--- src/rtl/ring_fifo_pkg.sv ---
// Shared sizing helpers and configuration checks for ring_fifo.
package ring_fifo_pkg;

  function automatic int unsigned ptr_w(input int unsigned depth);
    return $clog2(depth);
  endfunction

  function automatic int unsigned cnt_w(input int unsigned depth);
    return $clog2(depth) + 1;
  endfunction

  function automatic bit cfg_ok(input int unsigned depth, input int unsigned afull_th,
                                input int unsigned aempty_th);
    return (depth >= 2) && ((depth & (depth - 1)) == 0) &&
           (afull_th <= depth) && (aempty_th < depth);
  endfunction

endpackage

--- src/rtl/fifo_regfile.sv ---
// DEPTH x WIDTH storage: one synchronous write port, two asynchronous read ports.
module fifo_regfile
  import ring_fifo_pkg::*;
#(
  parameter int unsigned WIDTH = 4,
  parameter int unsigned DEPTH = 8
) (
  input  logic                      clk_i,
  input  logic                      we_i,
  input  logic [ptr_w(DEPTH)-1:0]   waddr_i,
  input  logic [WIDTH-1:0]          wdata_i,
  input  logic [ptr_w(DEPTH)-1:0]   raddr_i,
  output logic [WIDTH-1:0]          rdata_o,
  input  logic [ptr_w(DEPTH)-1:0]   paddr_i,
  output logic [WIDTH-1:0]          pdata_o
);

  // Contents are never reset; readers gate stale entries themselves.
  logic [WIDTH-1:0] mem_q [DEPTH];

  always_ff @(posedge clk_i) begin
    if (we_i) begin
      mem_q[waddr_i] <= wdata_i;
    end
  end

  assign rdata_o = mem_q[raddr_i];
  assign pdata_o = mem_q[paddr_i];

endmodule

--- src/rtl/ring_fifo.sv ---
// Parametrised circular FIFO with occupancy count, threshold flags, sticky errors,
// synchronous flush and a combinational peek port.
module ring_fifo
  import ring_fifo_pkg::*;
#(
  parameter int unsigned WIDTH     = 4,
  parameter int unsigned DEPTH     = 8,
  parameter int unsigned AFULL_TH  = DEPTH - 1,
  parameter int unsigned AEMPTY_TH = 1
) (
  input  logic                    CLK100MHZ,
  input  logic                    reset,
  input  logic                    en_in,
  input  logic [WIDTH-1:0]        in,
  input  logic                    en_out,
  input  logic                    flush,
  output logic [WIDTH-1:0]        out,
  output logic                    out_valid,
  output logic                    empty,
  output logic                    full,
  output logic                    almost_full,
  output logic                    almost_empty,
  output logic [cnt_w(DEPTH)-1:0] count,
  output logic                    overflow,
  output logic                    underflow,
  input  logic [ptr_w(DEPTH)-1:0] peek_addr,
  output logic [WIDTH-1:0]        peek_data,
  output logic                    peek_valid
);

  localparam int unsigned PW = ptr_w(DEPTH);
  localparam int unsigned CW = cnt_w(DEPTH);
  localparam logic [CW-1:0] DepthC  = CW'(DEPTH);
  localparam logic [CW-1:0] AfullC  = CW'(AFULL_TH);
  localparam logic [CW-1:0] AemptyC = CW'(AEMPTY_TH);

  if (!cfg_ok(DEPTH, AFULL_TH, AEMPTY_TH)) begin : g_cfg_err
    $error("ring_fifo: DEPTH must be a power of two >= 2, AFULL_TH <= DEPTH, AEMPTY_TH < DEPTH");
  end

  logic [PW-1:0]    head_q, head_d, tail_q, tail_d;
  logic [CW-1:0]    count_q, count_d;
  logic [WIDTH-1:0] out_q, out_d;
  logic             out_valid_q, out_valid_d;
  logic             overflow_q, overflow_d, underflow_q, underflow_d;
  logic             deq_ok, enq_ok, wr_en;
  logic [WIDTH-1:0] rd_data, pk_data;
  logic [PW-1:0]    pk_addr;

  assign empty        = (count_q == '0);
  assign full         = (count_q == DepthC);
  assign almost_full  = (count_q >= AfullC);
  assign almost_empty = (count_q <= AemptyC);

  // Acceptance depends only on registered occupancy; a full FIFO still accepts when draining.
  assign deq_ok = en_out & ~empty;
  assign enq_ok = en_in & (~full | deq_ok);
  assign wr_en  = enq_ok & ~flush;

  assign pk_addr    = head_q + peek_addr;
  assign peek_valid = ({1'b0, peek_addr} < count_q);
  assign peek_data  = peek_valid ? pk_data : '0;

  fifo_regfile #(
    .WIDTH (WIDTH),
    .DEPTH (DEPTH)
  ) u_regfile (
    .clk_i   (CLK100MHZ),
    .we_i    (wr_en),
    .waddr_i (tail_q),
    .wdata_i (in),
    .raddr_i (head_q),
    .rdata_o (rd_data),
    .paddr_i (pk_addr),
    .pdata_o (pk_data)
  );

  always_comb begin
    head_d      = head_q;
    tail_d      = tail_q;
    count_d     = count_q;
    out_d       = out_q;
    out_valid_d = 1'b0;
    overflow_d  = overflow_q;
    underflow_d = underflow_q;
    if (flush) begin
      head_d      = '0;
      tail_d      = '0;
      count_d     = '0;
      overflow_d  = 1'b0;
      underflow_d = 1'b0;
    end else begin
      if (enq_ok) begin
        tail_d = tail_q + PW'(1);
      end
      if (deq_ok) begin
        head_d      = head_q + PW'(1);
        out_d       = rd_data;
        out_valid_d = 1'b1;
      end
      unique case ({enq_ok, deq_ok})
        2'b10:   count_d = count_q + CW'(1);
        2'b01:   count_d = count_q - CW'(1);
        default: count_d = count_q;
      endcase
      overflow_d  = overflow_q | (en_in & ~enq_ok);
      underflow_d = underflow_q | (en_out & ~deq_ok);
    end
  end

  always_ff @(posedge CLK100MHZ or posedge reset) begin
    if (reset) begin
      head_q      <= '0;
      tail_q      <= '0;
      count_q     <= '0;
      out_q       <= '0;
      out_valid_q <= 1'b0;
      overflow_q  <= 1'b0;
      underflow_q <= 1'b0;
    end else begin
      head_q      <= head_d;
      tail_q      <= tail_d;
      count_q     <= count_d;
      out_q       <= out_d;
      out_valid_q <= out_valid_d;
      overflow_q  <= overflow_d;
      underflow_q <= underflow_d;
    end
  end

  assign out       = out_q;
  assign out_valid = out_valid_q;
  assign count     = count_q;
  assign overflow  = overflow_q;
  assign underflow = underflow_q;

endmodule

--- config.mk ---
export PLATFORM = sky130hd
export DESIGN_NAME = ring_fifo
export DESIGN_NICKNAME = d
export VERILOG_FILES = /design/src/rtl/ring_fifo_pkg.sv /design/src/rtl/fifo_regfile.sv /design/src/rtl/ring_fifo.sv
export SDC_FILE = /design/constraint.sdc
export NUM_CORES = 1
export LEC_CHECK = 0
export CORE_UTILIZATION = 50
export DETAILED_ROUTE_END_ITERATION = 10
export MAX_ROUTING_LAYER = met4
export PLACE_DENSITY = 0.82
export SKIP_LAST_GASP = 1
export SYNTH_ARGS = -nofsm -noshare
export SYNTH_HDL_FRONTEND = slang
export SYNTH_HIERARCHICAL = 1
export SYNTH_SLANG_ARGS = --single-unit
--- constraint.sdc ---
create_clock -name CLK100MHZ -period 4.1 [get_ports CLK100MHZ]
set_input_delay 1.23 -clock CLK100MHZ [delete_from_list [all_inputs] [get_ports CLK100MHZ]]
set_output_delay 1.23 -clock CLK100MHZ [all_outputs]
set_load 0.02 [all_outputs]
==> run metrics <==
endpoints failing setup 4; post-synthesis register bit count 49; filler cell count in the final layout 404; port bufs 31; pin count of the biggest net entering global routing 19; Worst EP arrival 3.17 ns; n_diodes 0; CTS sink cnt 49; post-synthesis cell count 176; TritonCTS clock tree yes; Yosys cell types 36; Req. time, crit path 2.87 ns; Pwr Density 630.7 nW/um^2; most area-hungry cell type in the Yosys netlist edfxtp_1; Clock Path Buffers 2; tightest hold margin 0.4969 ns; Place WS -1.113 ns; Post-synth EDFFs 32; post-detail-place hpwl 3492 microns; syn avg cell area 15.26 sq um; share of cells above drive strength 1 0.2607; Setup Skew 0.006692 ns; final critical-path setup slack -0.3023 ns; DIE AREA 5667 sq um; Worst Setup Start Kind input pin; dominant cells by area after synthesis edfxtp_1 (36%), dfrtp_1 (16%), mux4_1 (16%), ha_1 (4.2%), mux2_2 (3.4%); Initial DRC Count 77; failing checks negative setup slack; Worst Max-Slew Pin Slew 0.6763 ns; initial antenna violation count 0; Final Hold Fails 0; Std-Cell Rows 26; die span in y 75.28 microns; Multi-input gate area 1266 sq um; drt wl/cell 17.59 microns; FMAX 0.2272 GHz; count of final max-slew check failures 0; critical path type in -> out; ratio of final minimum period to clock period 1.074; CTS root buf clkbuf_8; total number of vias 1560; 1st-pass router iterations 4; RSZ-0062 raised after global routing true; post-route DRC violation count 0; Skew-Pair Late Insertion Delay 0.31 ns; Reg area 1386 sq um; post-synthesis sequential area ratio 0.5163; yosys warns 6; H-tree depth 2; core area 5140 sq um; hold path cells 2; Tot GR Track Use 0.2003; Antenna Violating Nets Remaining 0; Worst R2R Path Depth 8; crit-path max FO 8; nets 232; Peak VDD IR 0.3369 mV; global-route wire length before repair 7748 microns; outcome complete, but fails checks; Initial Utilization 0.5224; Overflow after GRT 0; synth-to-layout area growth 19.34%; LEAKAGE 1.238 nW; top cell type's share of synthesized area 0.3579; io pins 32; CTS Buf Count 5; headroom to the max-slew limit 0.5457; gpl congestion 0.7726; asr flop ratio synth 0.3469; Syn Nets 198; Worst Hold Class reg -> reg; vias in the first global route 1520; via/cell ratio 5.552; Hold Buf Count CTS 0; Reg clk slew, reported paths 0.09 ns; Tmin final 4.402 ns; Post-Syn Area 2685 sq um; Tot Pwr 2.021 mW; ys flop type edfxtp_1; die width 75.28 microns; drt total wl 4944 microns; MaxCap Viol Count 0; crit end category output pin
-- layer usage --
| metal | track usage | vias to the layer above | share of wire |
|---|---|---|---|
| li1 | - | 737 | - |
| met1 | 0.2473 | 777 | 0.46 |
| met2 | 0.3224 | 39 | 0.49 |
| met3 | 0.03882 | 7 | 0.027 |
| met4 | 0.08642 | 0 | 0.015 |
| met5 | - | - | 0 |
-- cells in the mapped netlist (3+ instances only) --
| cell | number |
|---|---|
| nand2b_1 | 4 |
| a21oi_1 | 3 |
| clkbuf_1 | 3 |
| buf_6 | 4 |
| mux4_1 | 16 |
| mux2i_1 | 4 |
| nor2b_1 | 5 |
| nand2_1 | 6 |
| xor2_1 | 4 |
| dfrtp_1 | 17 |
| mux2_2 | 8 |
| nor3_1 | 5 |
| ha_1 | 9 |
| nor2_1 | 19 |
| xnor2_1 | 4 |
| edfxtp_1 | 32 |
| mux2_4 | 4 |
| inv_1 | 6 |
-- final timing paths --
check	to	startpoint	slack (ns)
min in group asynchronous	out[0]	reset	1.30
min reg2reg	overflow	overflow	0.50
max	peek_data[1]	peek_addr[0]	-0.30
min	overflow	overflow	0.50
max reg2reg	u_regfile/mem_q[4][3]	count[0]	1.66
max in group asynchronous	tail_q[0]	reset	2.36
-- stage by stage --
step | TNS, ns | cell area, sq um | util | cells
4_1_cts | -1.318 | 3208 | 0.6241 | 281
3_3_place_gp | -4.880 | 3107 | 0.6044 | 273
2_1_floorplan | 0 | 2741 | - | 176
5_1_grt | -1.530 | 3204 | 0.6234 | 281
3_5_place_dp | -4.977 | 3107 | 0.6044 | 273
6_report | -1.201 | 3204 | 0.6234 | 281
-- report_power, final --
| group | internal (mW) | switching (mW) |
|---|---|---|
| sequential | 0.588 | 0.0649 |
| clock | 0.128 | 0.178 |
| combinational | 0.578 | 0.484 |
| total | 1.29 | 0.727 |
-- sequential cells by signal, indices dropped and copies added, names as in the netlist --
| register | flops |
|---|---|
| tail_q | 3 |
| overflow | 1 |
| head_q | 3 |
| count | 4 |
| underflow | 1 |
| u_regfile/mem_q | 32 |
| out | 4 |
| out_valid | 1 |
-- cell type report --
cell class / count / area share
Clock buffer: 5 / 0.02148
Clock inverter: 3 / 0.008981
Inverter: 6 / 0.007029
Multi-Input combinational cell: 112 / 0.3952
Sequential cell: 49 / 0.4326
Tap cell: 70 / 0.02733
Timing Repair Buffer: 36 / 0.1074
-- critical path, cell delays in order --
cell and delay (ns):
buf_6 0.10, ha_4 0.15, fa_2 0.37, xnor2_2 0.14, xnor2_1 0.15, buf_4 0.19
mux4_2 0.32, mux2_4 0.27, nor2b_4 0.12, buf_6 0.13
-- cell families after synthesis --
family	Yosys count	synth area share
flip-flops	49	0.5163
AO/OA/AOI/OAI	13	0.04566
buffers and inverters	15	0.03308
adder cells (fa/ha/maj)	10	0.04940
multiplexers	32	0.2274
AND/OR/NAND/NOR	49	0.1020
XOR/XNOR	8	0.02609
-- repair_timing --
action,CTS,global route
resized for setup,39,1
setup buffers,0,0
pin swaps,4,1
endpoints found under the setup margin,5,4
-- cells in the final DEF (no fill, tap or decap), drive strengths merged, types with 4 or more instances in the layout --
master	netlist	final
buf	6	11
clkbuf	3	5
clkdlybuf4s50	0	24
dfrtp	17	17
edfxtp	32	32
ha	9	9
inv	6	8
mux2	12	12
mux2i	4	4
mux4	16	16
nand2	7	7
nand2b	5	5
nor2	20	20
nor2b	6	6
nor3	5	5
xnor2	4	4
xor2	4	4
Note: power is estimated with default switching activity, not from simulation.
